File: config.mk
export PLATFORM = sky130hd
export DESIGN_NAME = cache_port_arbiter_flat
export DESIGN_NICKNAME = d
export VERILOG_FILES = /design/src/rtl/cache_port_arbiter_if.sv /design/src/rtl/cache_port_arbiter.sv /design/src/flat_wrapper.sv
export SDC_FILE = /design/constraint.sdc
export NUM_CORES = 1
export LEC_CHECK = 0
export ABC_AREA = 1
export ABC_CLOCK_PERIOD_IN_PS = 1730
export BUFFER_PORTS_ARGS = -buffer_cell sky130_fd_sc_hd__buf_2
export CELL_PAD_IN_SITES_DETAIL_PLACEMENT = 0
export CELL_PAD_IN_SITES_GLOBAL_PLACEMENT = 1
export CORE_ASPECT_RATIO = 0.6
export CORE_UTILIZATION = 33
export CTS_BUF_LIST = sky130_fd_sc_hd__clkbuf_4 sky130_fd_sc_hd__clkbuf_8
export DETAILED_ROUTE_END_ITERATION = 10
export GPL_TIMING_DRIVEN = 0
export PLACE_DENSITY_LB_ADDON = 0.1
export SLEW_MARGIN = 20
export SYNTH_ARGS = -nofsm -noshare
export SYNTH_HDL_FRONTEND = slang
export SYNTH_SLANG_ARGS = --single-unit
File: constraint.sdc
create_clock -name clk -period 1.73 [get_ports clk]
set_input_delay 0.346 -clock clk [delete_from_list [all_inputs] [get_ports clk]]
set_output_delay 0.346 -clock clk [all_outputs]
set_load 0.03 [all_outputs]
File: src/rtl/cache_port_arbiter_if.sv
// Bundles the requester-facing and cache-facing signals of the shared cache read port.
// The arbiter uses the slave view; the environment (requesters plus cache) uses the master view.
interface cache_port_arbiter_if #(
    parameter int NUM_REQ = 2,
    parameter int ADDR_W  = 32,
    parameter int DATA_W  = 32
);
    logic [NUM_REQ-1:0]        req_i;
    logic [NUM_REQ*ADDR_W-1:0] req_addr0_i;
    logic [NUM_REQ*ADDR_W-1:0] req_addr1_i;
    logic [NUM_REQ-1:0]        gnt_o;
    logic [NUM_REQ-1:0]        rsp_valid_o;
    logic                      rsp_err_o;
    logic [DATA_W-1:0]         rsp_data0_o;
    logic [DATA_W-1:0]         rsp_data1_o;
    logic                      cache_data_req_o;
    logic [ADDR_W-1:0]         cache_r_addr0_o;
    logic [ADDR_W-1:0]         cache_r_addr1_o;
    logic                      wait_cache;
    logic                      cache_data_ready;
    logic [DATA_W-1:0]         cache_data0_i;
    logic [DATA_W-1:0]         cache_data1_i;
    logic                      busy_o;

    modport slave (
        input  req_i, req_addr0_i, req_addr1_i,
        input  wait_cache, cache_data_ready, cache_data0_i, cache_data1_i,
        output gnt_o, rsp_valid_o, rsp_err_o, rsp_data0_o, rsp_data1_o,
        output cache_data_req_o, cache_r_addr0_o, cache_r_addr1_o, busy_o
    );

    modport master (
        output req_i, req_addr0_i, req_addr1_i,
        output wait_cache, cache_data_ready, cache_data0_i, cache_data1_i,
        input  gnt_o, rsp_valid_o, rsp_err_o, rsp_data0_o, rsp_data1_o,
        input  cache_data_req_o, cache_r_addr0_o, cache_r_addr1_o, busy_o
    );
endinterface

File: src/rtl/cache_port_arbiter.sv
// Round-robin arbiter sharing one dual-address cache read port between NUM_REQ requesters,
// with one outstanding transaction and a watchdog that aborts reads the cache never completes.
module cache_port_arbiter #(
    parameter int NUM_REQ = 2,
    parameter int ADDR_W  = 32,
    parameter int DATA_W  = 32,
    parameter int TIMEOUT = 255
) (
    input logic                 clk,
    input logic                 reset,
    cache_port_arbiter_if.slave bus
);
    localparam int IDX_W = (NUM_REQ > 1) ? $clog2(NUM_REQ) : 1;
    localparam int WD_W  = (TIMEOUT > 0) ? $clog2(TIMEOUT + 1) : 1;
    localparam logic [WD_W-1:0] WD_MAX  = WD_W'(TIMEOUT);
    localparam logic [WD_W-1:0] WD_LAST = WD_W'((TIMEOUT > 0) ? TIMEOUT - 1 : 0);

    typedef enum logic [1:0] {ST_IDLE, ST_ISSUE, ST_WAIT} state_t;

    state_t              r_state, w_state;
    logic [NUM_REQ-1:0]  r_gnt, w_gnt;
    logic [NUM_REQ-1:0]  r_vld, w_vld;
    logic                r_err, w_err;
    logic [DATA_W-1:0]   r_d0, w_d0, r_d1, w_d1;
    logic                r_creq, w_creq;
    logic [ADDR_W-1:0]   r_a0, w_a0, r_a1, w_a1;
    logic [IDX_W-1:0]    r_last, w_last, r_own, w_own;
    logic [WD_W-1:0]     r_wd, w_wd;
    logic                r_busy;
    logic                w_win_found;
    logic [IDX_W-1:0]    w_win_idx;
    logic                w_done, w_expire;

    // Scan upward from the requester after the last owner, wrapping around.
    always_comb begin : p_pick
        int                c;
        logic [IDX_W-1:0]  cidx;
        c           = 0;
        cidx        = '0;
        w_win_found = 1'b0;
        w_win_idx   = '0;
        for (int k = 1; k <= NUM_REQ; k++) begin
            c = int'(r_last) + k;
            if (c >= NUM_REQ) c = c - NUM_REQ;
            cidx = IDX_W'(c);
            if (!w_win_found && bus.req_i[cidx]) begin
                w_win_found = 1'b1;
                w_win_idx   = cidx;
            end
        end
    end

    always_comb begin
        w_state  = r_state;
        w_gnt    = r_gnt;
        w_vld    = '0;
        w_err    = 1'b0;
        w_d0     = r_d0;
        w_d1     = r_d1;
        w_creq   = r_creq;
        w_a0     = r_a0;
        w_a1     = r_a1;
        w_last   = r_last;
        w_own    = r_own;
        w_wd     = r_wd;
        w_done   = 1'b0;
        w_expire = 1'b0;
        unique case (r_state)
            ST_IDLE: begin
                // The cycle a response pulse is out is a forced turnaround.
                if (w_win_found && (r_vld == '0)) begin
                    w_state          = ST_ISSUE;
                    w_gnt            = '0;
                    w_gnt[w_win_idx] = 1'b1;
                    w_own            = w_win_idx;
                    w_creq           = 1'b1;
                    w_a0             = bus.req_addr0_i[int'(w_win_idx)*ADDR_W +: ADDR_W];
                    w_a1             = bus.req_addr1_i[int'(w_win_idx)*ADDR_W +: ADDR_W];
                    w_wd             = '0;
                end
            end
            ST_ISSUE, ST_WAIT: begin
                w_wd     = (r_wd == WD_MAX) ? r_wd : r_wd + 1'b1;
                w_done   = bus.cache_data_ready && ((r_state == ST_WAIT) || !bus.wait_cache);
                w_expire = (TIMEOUT != 0) && (r_wd == WD_LAST);
                if (w_done || w_expire) begin
                    // A completion on the expiry edge is still a normal response.
                    w_state      = ST_IDLE;
                    w_vld[r_own] = 1'b1;
                    w_err        = !w_done;
                    w_d0         = w_done ? bus.cache_data0_i : '0;
                    w_d1         = w_done ? bus.cache_data1_i : '0;
                    w_gnt        = '0;
                    w_creq       = 1'b0;
                    w_last       = r_own;
                end else if ((r_state == ST_ISSUE) && !bus.wait_cache) begin
                    w_state = ST_WAIT;
                    w_creq  = 1'b0;
                end
            end
            default: w_state = ST_IDLE;
        endcase
    end

    always_ff @(posedge clk or negedge reset) begin
        if (!reset) begin
            r_state <= ST_IDLE;
            r_gnt   <= '0;
            r_vld   <= '0;
            r_err   <= 1'b0;
            r_d0    <= '0;
            r_d1    <= '0;
            r_creq  <= 1'b0;
            r_a0    <= '0;
            r_a1    <= '0;
            r_last  <= IDX_W'(NUM_REQ - 1);
            r_own   <= '0;
            r_wd    <= '0;
            r_busy  <= 1'b0;
        end else begin
            r_state <= w_state;
            r_gnt   <= w_gnt;
            r_vld   <= w_vld;
            r_err   <= w_err;
            r_d0    <= w_d0;
            r_d1    <= w_d1;
            r_creq  <= w_creq;
            r_a0    <= w_a0;
            r_a1    <= w_a1;
            r_last  <= w_last;
            r_own   <= w_own;
            r_wd    <= w_wd;
            r_busy  <= (w_state != ST_IDLE);
        end
    end

    assign bus.gnt_o            = r_gnt;
    assign bus.rsp_valid_o      = r_vld;
    assign bus.rsp_err_o        = r_err;
    assign bus.rsp_data0_o      = r_d0;
    assign bus.rsp_data1_o      = r_d1;
    assign bus.cache_data_req_o = r_creq;
    assign bus.cache_r_addr0_o  = r_a0;
    assign bus.cache_r_addr1_o  = r_a1;
    assign bus.busy_o           = r_busy;
endmodule

File: src/flat_wrapper.sv
// flat-port wrapper written by rule: the top's interface ports become plain ports
module cache_port_arbiter_flat 
#(
    parameter int NUM_REQ = 2,
    parameter int ADDR_W  = 32,
    parameter int DATA_W  = 32,
    parameter int TIMEOUT = 255
)
  (clk, reset, bus_req_i, bus_req_addr0_i, bus_req_addr1_i, bus_wait_cache, bus_cache_data_ready, bus_cache_data0_i, bus_cache_data1_i, bus_gnt_o, bus_rsp_valid_o, bus_rsp_err_o, bus_rsp_data0_o, bus_rsp_data1_o, bus_cache_data_req_o, bus_cache_r_addr0_o, bus_cache_r_addr1_o, bus_busy_o);
  cache_port_arbiter_if #(.NUM_REQ(NUM_REQ), .ADDR_W(ADDR_W), .DATA_W(DATA_W)) bus_i ();
  input logic clk;
  input logic reset;
  input wire logic [$bits(bus_i.req_i)-1:0] bus_req_i;
  input wire logic [$bits(bus_i.req_addr0_i)-1:0] bus_req_addr0_i;
  input wire logic [$bits(bus_i.req_addr1_i)-1:0] bus_req_addr1_i;
  input wire logic [$bits(bus_i.wait_cache)-1:0] bus_wait_cache;
  input wire logic [$bits(bus_i.cache_data_ready)-1:0] bus_cache_data_ready;
  input wire logic [$bits(bus_i.cache_data0_i)-1:0] bus_cache_data0_i;
  input wire logic [$bits(bus_i.cache_data1_i)-1:0] bus_cache_data1_i;
  output wire logic [$bits(bus_i.gnt_o)-1:0] bus_gnt_o;
  output wire logic [$bits(bus_i.rsp_valid_o)-1:0] bus_rsp_valid_o;
  output wire logic [$bits(bus_i.rsp_err_o)-1:0] bus_rsp_err_o;
  output wire logic [$bits(bus_i.rsp_data0_o)-1:0] bus_rsp_data0_o;
  output wire logic [$bits(bus_i.rsp_data1_o)-1:0] bus_rsp_data1_o;
  output wire logic [$bits(bus_i.cache_data_req_o)-1:0] bus_cache_data_req_o;
  output wire logic [$bits(bus_i.cache_r_addr0_o)-1:0] bus_cache_r_addr0_o;
  output wire logic [$bits(bus_i.cache_r_addr1_o)-1:0] bus_cache_r_addr1_o;
  output wire logic [$bits(bus_i.busy_o)-1:0] bus_busy_o;
  assign bus_i.req_i = bus_req_i;
  assign bus_i.req_addr0_i = bus_req_addr0_i;
  assign bus_i.req_addr1_i = bus_req_addr1_i;
  assign bus_i.wait_cache = bus_wait_cache;
  assign bus_i.cache_data_ready = bus_cache_data_ready;
  assign bus_i.cache_data0_i = bus_cache_data0_i;
  assign bus_i.cache_data1_i = bus_cache_data1_i;
  assign bus_gnt_o = bus_i.gnt_o;
  assign bus_rsp_valid_o = bus_i.rsp_valid_o;
  assign bus_rsp_err_o = bus_i.rsp_err_o;
  assign bus_rsp_data0_o = bus_i.rsp_data0_o;
  assign bus_rsp_data1_o = bus_i.rsp_data1_o;
  assign bus_cache_data_req_o = bus_i.cache_data_req_o;
  assign bus_cache_r_addr0_o = bus_i.cache_r_addr0_o;
  assign bus_cache_r_addr1_o = bus_i.cache_r_addr1_o;
  assign bus_busy_o = bus_i.busy_o;
  cache_port_arbiter #(.NUM_REQ(NUM_REQ), .ADDR_W(ADDR_W), .DATA_W(DATA_W), .TIMEOUT(TIMEOUT)) u_core (.clk(clk), .reset(reset), .bus(bus_i));
endmodule
==> run metrics <==
status finished, final reports clean; #FFs+latches synth 147; data required time at the worst endpoint 2.07 ns; Cell Rows 39; Largest stage delay, worst path 0.41 ns; DRT Pass-1 Iters 4; Starting DRT DRC Count 292; crit end category flop; TritonCTS clock tree yes; top cells by instance count after synthesis nand2_1 (235), dfrtp_1 (146), o21ai_0 (125), nand3_1 (76), nor2_1 (71); DRC violations left 0; CTS H-tree lvls 4; Post-DRT Antenna Nets 0; Final period util 93.40%; layout cells sized above 1 38.12%; wire length per cell 14.98 um; core box area 0.01908 sq mm; initial antenna violation count 1; Starting Density 33.73%; routability cong. 0.7679; r2r setup slk 0.11 ns; Async S/R FF share, synth 100.0%; setup TNS 0 ns; Remaining Overflow, GRT 0; Vias/cell 4.494; PortBufs 332; Hold Path Origin bus_cache_data1_i[7]; chip height 110.2 um; final setup skew 0.01504 ns; RSZ-0062 raised after global routing false; GRT Total Usage 21.11%; r2r worst-path depth 10; most common cell in the netlist nand2_1; leak pwr 4.941 nW; final count of hold timing violations 0; YS warnings 0; Total Die Area 0.02008 sq mm; Peak VDD IR 0.8697 mV; min-delay worst type in -> reg; vias in the first global route 5937; Final Max Tran Viols 0; Clock Path Buffers 2; first-pass GRT wire length 32.31 mm; hold path cells 3; post-synthesis sequential area ratio 57.18%; max_slew headroom 66.37%; Area Growth Syn to Fin 40.91%; WP data arrival 1.96 ns; Avg Inst Size Synth 8.401 sq um; crit path time final 1.616 ns; Worst-Skew Late Latency 0.46 ns; EDFF count, synth 0; Die X 182.3 um; via count 6327; Slowest-stage cell, CP dfrtp_1; Yosys cell types 26; Synth top area share 56.78%; final setup violation count 0; Crit Path Category reg -> reg; hold path endpoint u_core.bus.rsp_data1_o[7]$_DFFE_PN0P_; ys flop type dfrtp_1; Root Driver clkbuf_8; NumNets Final 1332; r2r endpoint u_core.bus.rsp_data1_o[15]$_DFFE_PN0P_; Syn Nets 970; max cap viols 0; Worst setup SP type flop; CP max FO 10; Fmax 618.9 MHz; clock slew at reported path FFs 0.09 ns; cts bufs inserted 17; I/O pin total 333; final WL 21.10 mm; post-synth top area cell dfrtp_1; Synth area leaders dfrtp_1 (57%), nand2_1 (14%), o21ai_0 (9.7%); Netlist Area Pre-Place 0.006435 sq mm; worst hold slack 0.1114 ns; largest net degree at the start of global routing 95; Most common cell on crit path nand2_1; worst-path cell chain buf_4 -> ha_1 -> inv_1 -> nand2_1 -> nand2_4 -> inv_2 -> buf_6 -> clkbuf_4 -> nand3_1 -> nand2_1; Slew @ Worst Pin 0.5044 ns; synthesized instance count 766; clk sinks 147; PwrDens 1956 mW/mm^2; hpwl dp 15.75 mm; FF-to-FF Start u_core.r_state[1]$_DFF_PN0_
[worst max path at each step]
stage,slack (ns),from,end
after detailed placement,-0.26,u_core.r_state[1]$_DFF_PN0_,u_core.r_wd[7]$_DFFE_PN0P_
after CTS,0.00008,u_core.r_state[0]$_DFF_PN0_,u_core.bus.rsp_data0_o[2]$_DFFE_PN0P_
final,0.11,u_core.r_state[1]$_DFF_PN0_,u_core.bus.rsp_data1_o[15]$_DFFE_PN0P_
after floorplan,0.23,u_core.r_state[1]$_DFF_PN0_,u_core.r_wd[1]$_DFFE_PN0P_
after global placement,-2.05,reset,u_core.bus.cache_r_addr0_o[20]$_DFFE_PN0P_
after global routing,0.003,u_core.r_state[1]$_DFF_PN0_,u_core.bus.busy_o$_DFF_PN0_
[metrics by stage]
step / area, sq um / power [mW] / cells / setup WS (ns) / utilization [%]
after floorplan: 6435 / 11.75 / 766 / 0.2255 / -
after global placement: 8429 / 14.80 / 1364 / -2.053 / 44.18
after detailed placement: 8467 / 14.82 / 1365 / -0.2598 / 44.38
after CTS: 8931 / 17.65 / 1401 / 0.00008415 / 46.81
after global routing: 9065 / 19.06 / 1407 / 0.002965 / 47.51
final: 9067 / 17.74 / 1408 / 0.1143 / 47.52
[area by class of cell]
type	instances	area, sq um
Sequential cell	147	3680
Inverter	24	96.34
Buffer	50	306.5
Fill cell	1977	10010
Timing Repair inverter	1	7.507
Multi-Input combinational cell	545	2487
Clock inverter	11	102.6
Clock buffer	21	282.8
Antenna cell	1	2.502
Timing Repair Buffer	342	1769
Tap cell	266	332.8
[sequential cells by signal, summed over array words and instances, names as in the netlist, 2 cells and up]
name	count
u_core.bus.gnt_o	2
u_core.bus.rsp_data0_o	32
u_core.r_wd	8
u_core.bus.cache_r_addr0_o	32
u_core.bus.rsp_data1_o	32
u_core.bus.rsp_valid_o	2
u_core.r_state	2
u_core.bus.cache_r_addr1_o	32
[critical path, delay by kind of cell (launching register included)]
kind,cells,cell delay [ns]
AND/OR/NAND/NOR,4,0.33
flip-flops,1,0.41
adder cells (fa/ha/maj),1,0.16
buffers and inverters,5,0.61
[report_power, final]
group / switching, mW / internal (mW)
clock network: 1.39 / 1.27
logic: 6.54 / 2.71
registers: 0.800 / 5.02
total: 8.73 / 9.00
[placed cells by master, fill, tap and decap left out, types with 4 or more instances in the layout]
| cell type | instances |
|---|---|
| buf_2 | 343 |
| nand2_1 | 233 |
| clkbuf_1 | 8 |
| clkbuf_4 | 8 |
| nor2_1 | 69 |
| ha_1 | 5 |
| clkbuf_8 | 20 |
| nand3_1 | 75 |
| buf_6 | 4 |
| inv_1 | 20 |
| nand2_4 | 4 |
| dfrtp_1 | 146 |
| buf_4 | 13 |
| o21ai_1 | 20 |
| clkinvlp_4 | 5 |
| o21ai_0 | 119 |
| clkbuf_2 | 10 |
[logic make-up (layout without fill, tap and decap cells)]
family,Yosys count,after routing,synth area share [%]
AOI/OAI and AO/OA,144,144,11.45
xor gates and xnor gates,1,1,0.1361
adders and majority gates,6,6,1.167
buffers and inverters,74,449,5.075
and+or+nand+nor,394,394,24.99
DFF,147,147,57.18
other,0,1,0
[per-layer routing]
metal / vias up / GRT usage, % / share of wire [%]
met3: 12 / 7.260 / 6.9
li1: 3214 / - / -
met4: 0 / 6.242 / 0.99
met2: 194 / 30.30 / 44
met5: - / 0 / 0
met1: 2907 / 29.84 / 49
[timing repair]
action                                 4_1_cts  5_1_grt
pin swaps                                    0        3
resized for setup                           21       48
setup endpoints to repair                  137      130
cloned                                       1        0
setup buffers                                2        6
endpoints found under the hold margin       53        0
hold buffers                                 1        0
(Power assumes the default switching activity.)
